$ cat src/rtl/median_fifo_pkg.sv
// Shared constants for the median-filter line/frame FIFO: geometry and
// the push/pop encoding of the ff_push_pop request line.
package median_fifo_pkg;

    localparam int ADDR_WIDTH   = 16;
    localparam int FRAME_PIXELS = 65536;

    typedef enum logic {
        OP_POP  = 1'b0,
        OP_PUSH = 1'b1
    } op_e;

endpackage

$ cat src/rtl/fifo_rw_arbiter.sv
// Push/pop arbiter: combinational selection between producer and consumer,
// with a round-robin prio_rd flag for contested cycles.
module fifo_rw_arbiter
    import median_fifo_pkg::*;
(
    input  logic clk,
    input  logic rst_n,
    input  logic wr_req,
    input  logic rd_req,
    input  logic full_signal,
    input  logic empty_signal,
    input  logic ff_we,
    input  logic ff_re,
    output logic ff_en,
    output logic ff_push_pop
);

    op_e  sel_op;
    logic contested;
    logic forced;
    logic prio_rd_q;
    logic prio_rd_d;

    assign contested = wr_req & rd_req;
    // Full/empty dictate the winner; such cycles leave the round-robin alone.
    assign forced    = contested & (full_signal | empty_signal);

    always_comb begin
        // NOTE: defaults first so every path assigns every output; no latch.
        sel_op    = OP_POP;
        prio_rd_d = prio_rd_q;
        if (contested) begin
            if (full_signal)       sel_op = OP_POP;
            else if (empty_signal) sel_op = OP_PUSH;
            else                   sel_op = prio_rd_q ? OP_POP : OP_PUSH;
        end else if (wr_req) begin
            sel_op = OP_PUSH;
        end
        if (contested && !forced && (ff_we || ff_re)) prio_rd_d = ~prio_rd_q;
    end

    assign ff_en       = wr_req | rd_req;
    assign ff_push_pop = (sel_op == OP_PUSH);

    // NOTE: state registers use non-blocking assignment only.
    always_ff @(posedge clk or negedge rst_n) begin
        if (!rst_n) prio_rd_q <= 1'b0;
        else        prio_rd_q <= prio_rd_d;
    end

endmodule

$ cat src/rtl/fifo_ptr_ctrl_256x256.sv
// Pointer/access controller for the single-port 256x256 median-filter FIFO:
// owns the wrap-bit pointers, occupancy, read-valid and frame-done pulse.
module fifo_ptr_ctrl_256x256 #(
    parameter int ADDR_WIDTH = median_fifo_pkg::ADDR_WIDTH
) (
    input  logic                  clk,
    input  logic                  rst_n,
    input  logic                  wr_req,
    input  logic                  rd_req,
    output logic                  wr_ack,
    output logic                  rd_ack,
    output logic                  rd_valid,
    output logic                  ff_en,
    output logic                  ff_push_pop,
    input  logic                  ff_we,
    input  logic                  ff_re,
    input  logic                  ff_cs,
    input  logic                  full_signal,
    input  logic                  empty_signal,
    output logic [ADDR_WIDTH:0]   wptr,
    output logic [ADDR_WIDTH:0]   rptr,
    output logic [ADDR_WIDTH-1:0] ram_addr,
    output logic                  ram_we,
    output logic                  ram_re,
    output logic [ADDR_WIDTH:0]   count,
    output logic                  frame_done
);

    logic [ADDR_WIDTH:0] wptr_q, wptr_d;
    logic [ADDR_WIDTH:0] rptr_q, rptr_d;
    logic [ADDR_WIDTH:0] count_q, count_d;
    logic                rd_valid_q, rd_valid_d;
    logic                frame_done_q, frame_done_d;

    fifo_rw_arbiter u_arbiter (
        .clk          (clk),
        .rst_n        (rst_n),
        .wr_req       (wr_req),
        .rd_req       (rd_req),
        .full_signal  (full_signal),
        .empty_signal (empty_signal),
        .ff_we        (ff_we),
        .ff_re        (ff_re),
        .ff_en        (ff_en),
        .ff_push_pop  (ff_push_pop)
    );

    assign wr_ack   = ff_we;
    assign rd_ack   = ff_re;
    assign ram_we   = ff_we & ff_cs;
    assign ram_re   = ff_re & ff_cs;
    assign ram_addr = (ff_push_pop == median_fifo_pkg::OP_PUSH) ?
                      wptr_q[ADDR_WIDTH-1:0] : rptr_q[ADDR_WIDTH-1:0];

    always_comb begin
        wptr_d       = wptr_q + {{ADDR_WIDTH{1'b0}}, ff_we};
        rptr_d       = rptr_q + {{ADDR_WIDTH{1'b0}}, ff_re};
        count_d      = count_q + {{ADDR_WIDTH{1'b0}}, ff_we} - {{ADDR_WIDTH{1'b0}}, ff_re};
        // Pulse marks the push that fills the last address of a frame.
        frame_done_d = ff_we & (&wptr_q[ADDR_WIDTH-1:0]);
        rd_valid_d   = ram_re;
    end

    always_ff @(posedge clk or negedge rst_n) begin
        if (!rst_n) begin
            wptr_q       <= '0;
            rptr_q       <= '0;
            count_q      <= '0;
            rd_valid_q   <= 1'b0;
            frame_done_q <= 1'b0;
        end else begin
            wptr_q       <= wptr_d;
            rptr_q       <= rptr_d;
            count_q      <= count_d;
            rd_valid_q   <= rd_valid_d;
            frame_done_q <= frame_done_d;
        end
    end

    assign wptr       = wptr_q;
    assign rptr       = rptr_q;
    assign count      = count_q;
    assign rd_valid   = rd_valid_q;
    assign frame_done = frame_done_q;

    one_op_per_cycle: assert property (@(posedge clk) disable iff (!rst_n) !(ff_we && ff_re));

endmodule
$ cat config.mk
export PLATFORM = sky130hd
export DESIGN_NAME = fifo_ptr_ctrl_256x256
export DESIGN_NICKNAME = d
export VERILOG_FILES = /design/src/rtl/median_fifo_pkg.sv /design/src/rtl/fifo_rw_arbiter.sv /design/src/rtl/fifo_ptr_ctrl_256x256.sv
export SDC_FILE = /design/constraint.sdc
export NUM_CORES = 1
export LEC_CHECK = 0
export CORE_ASPECT_RATIO = 1.5
export CORE_MARGIN = 2
export CORE_UTILIZATION = 40
export CTS_CLUSTER_DIAMETER = 200
export CTS_CLUSTER_SIZE = 14
export DETAILED_ROUTE_END_ITERATION = 10
export PLACE_DENSITY = 0.76
export SYNTH_ARGS = -nofsm -noshare
export SYNTH_HDL_FRONTEND = slang
export SYNTH_SLANG_ARGS = --single-unit
$ cat constraint.sdc
create_clock -name clk -period 2.7 [get_ports clk]
set_input_delay 0.54 -clock clk [delete_from_list [all_inputs] [get_ports clk]]
set_output_delay 0.54 -clock clk [all_outputs]
set_load 0.005 [all_outputs]
==> metrics.md <==
| Metric | Value |
|---|---|
| Worst path required time | 2.16 ns |
| Synth cell types | 47 |
| Compound-gate portion of the synthesized area | 9.42% |
| Startpoint Class | input pin |
| Routed Antenna Nets | 0 |
| Ports | 84 |
| M3 GR Usage | 3.35% |
| Met2 Usage GRT | 30.1% |
| Crit path DAT | 2.04 ns |
| Post-synthesis mux area share | 6.11% |
| ANT cells | 0 |
| Xor and xnor area share after synthesis | 12.2% |
| Adder-cell share of the synthesized area | 9.14% |
| Vias | 2533 |
| Area share of and/or/nand/nor cells after synthesis | 15.5% |
| Synth warn | 0 |
| Fin area | 4360 sq um |
| Commonest non-fill, non-tap cells in the layout | clkdlybuf4s50_1 (64), dfrtp_1 (54), xnor2_1 (28), inv_1 (25), ha_1 (21) |
| Share of layout cells above drive strength 1 | 12.8% |
| Final min period | 2.58 ns |
| Layout Nets | 429 |
| Die span in x | 75.8 um |
| Final Slew Violations | 0 |
| Post-placement cell count | 492 |
| GRT Overall Usage | 17.5% |
| CTS buffer count | 5 |
| Initial DRC count | 66 |
| Setup-failing EPs final | 0 |
| Placed instance area | 4120 sq um |
| Main combinational cell family by area after synthesis | simple AND/OR/NAND/NOR gates |
| Crit. End Element | output port |
| Register area share after synthesis | 43.7% |
| Cell Area, Synth | 3090 sq um |
| Die boundary height | 112 um |
| Setup WS post-layout | 0.123 ns |
| Vias in the first global route | 2503 |
| Pin count of the biggest net entering global routing | 33 |
| DRC Markers | 0 |
| Hold Crit Class | in -> async |
| Maximum clock frequency | 388 MHz |
| Skew-Pair Late Insertion Delay | 0.29 ns |
| Die Area | 8470 sq um |
| WS Path Type | in -> out |
| Worst Path Max Fanout | 11 |
| CTS sink count | 54 |
| Placer Congestion | 0.787 |
| Hold slack | 0.293 ns |
| Final wirelength | 7030 um |
| Setup slack at placement | -0.403 ns |
| Slew headroom | 51.4% |
| Syn_nets | 329 |
| Mapped Avg Cell Area | 10.4 sq um |
| Post-Syn Instances | 298 |
| Hold Fails Final Rpt | 0 |
| Max-Cap Viols | 0 |
| Slew @ Worst Pin | 0.729 ns |
| Most common cell after layout, fill and taps aside | clkdlybuf4s50_1 |
| Num rows | 39 |
| Met1 usage in global routing | 21.4% |
| Final Skew | 0.00517 ns |
| Vias per std cell | 5.06 |
| Congestion Overflow GR | 0 |
| First-pass GRT wire length | 11600 um |
| FILL cells | 671 |
| Async set-reset flop share out of synthesis | 100% |
| RSZ-0062 raised after global routing | no |
| Detailed placement HPWL | 5450 um |
| Hold_buf cts | 0 |
| Initial antenna violation count | 0 |
| Non-Filler Instances | 501 |
| Root Buffer | clkbuf_16 |
| Max VDD drop | 735 uV |
| WL/cell | 14.0 um |
| Power per cell area | 1200 nW/um^2 |
| Setup TNS | 0 ns |
| Final period utilization | 95.4% |
| Post-synth EDFFs | 0 |
| CTS tree | built |
| Clk slew on worst S/H paths | 0.07 ns |
| Outcome | finished, final reports clean |
| PortBufs | 83 |
| Busiest grt layer | met2 |
| Leakage | 2.08 nW |
| Synth-to-Final Area Change | 40.9% |
| Core Region | 7560 sq um |
| Most used DFF post-synth | dfrtp_1 |
| Detailed-router iteration count before antenna repair | 4 |
| Initial core utilization | 40.9% |
| H-tree depth | 2 |
| #FFs+latches synth | 54 |
| Clock Path Buffers | 2 |
layout make-up:
| class | instances | area (sq um) | share of cell area (%) |
|---|---|---|---|
| Clock buffer | 5 | 125 | 2.87 |
| Tap cell | 102 | 128 | 2.93 |
| Sequential cell | 54 | 1350 | 31.0 |
| Timing Repair Buffer | 98 | 951 | 21.8 |
| Clock inverter | 3 | 48.8 | 1.12 |
| Multi-Input combinational cell | 214 | 1660 | 38.1 |
| Inverter | 25 | 93.8 | 2.15 |
layer usage:
metal  vias to the layer above  wire [um]
li1                       1233          -
met1                      1234       2900
met2                        57       3720
met3                         9        291
met4                         0        116
met5                         -          0
critical path: stages:
cell and delay (ns):
clkdlybuf4s50_1 0.48, o21ai_1 0.07, nand2_1 0.10, buf_4 0.13, buf_12 0.12, mux2_2 0.33, dlygate4sd2_1 0.26
metrics by stage:
step                      util [%]  total power [W]
after floorplan                  -          0.00325
after global placement        54.5          0.00432
after detailed placement      54.5          0.00440
after CTS                     56.8          0.00518
after global routing          57.6          0.00566
final                         57.6          0.00523
registers in the layout, indices dropped and copies added (netlist names):
signal,count
rptr,17
u_arbiter.prio_rd_q,1
wptr,17
count,17
frame_done,1
rd_valid,1
cells by family (layout without fill, tap and decap cells):
family	after synthesis	after routing
buf+inv	30	131
simple gates	93	93
flops	54	54
compound gates	39	39
mux	17	17
xor+xnor	43	43
fa+ha+maj	22	22
what timing repair did:
action / 4_1_cts / 5_1_grt
pin swaps: 0 / 4
endpoints found under the setup margin: 16 / 9
gates resized for setup: 16 / 14
buffers inserted: 0 / 1
cells in the mapped netlist, drive strengths merged, types with 4 or more instances:
| cell | number | share of area, % |
|---|---|---|
| xor2 | 15 | 4.2 |
| nand3 | 15 | 2.4 |
| a21o | 5 | 1.2 |
| ha | 21 | 8.5 |
| dfrtp | 54 | 44 |
| inv | 25 | 3.0 |
| buf | 5 | 0.97 |
| a21oi | 9 | 1.9 |
| mux2 | 15 | 5.5 |
| xnor2 | 28 | 7.9 |
| nand2 | 19 | 2.3 |
| nor2 | 19 | 2.3 |
| and3 | 4 | 0.81 |
| nand2b | 5 | 1.0 |
| nand4 | 10 | 2.0 |
| o21ai | 6 | 0.97 |
report_power, final:
group	leakage (nW)	switching, W	internal, W
combinational	1.32	0.00149	0.00162
clock	0.0819	0.000309	0.000444
sequential	0.683	0.000276	0.00109
final timing paths:
check / from / depth (start not counted) / slack [ns] / endpoint
worst max-delay path: full_signal / 7 / 0.12 / ram_addr[9]
worst min-delay path: rst_n / 1 / 0.29 / count[5]
worst max register to register: count[0] / 11 / 0.38 / count[12]
worst min register to register: rptr[16] / 1 / 0.47 / rptr[16]
max in group asynchronous: rst_n / 2 / 1.72 / rptr[6]
min in group clk: rptr[16] / 1 / 0.47 / rptr[16]
(Power assumes the default switching activity.)
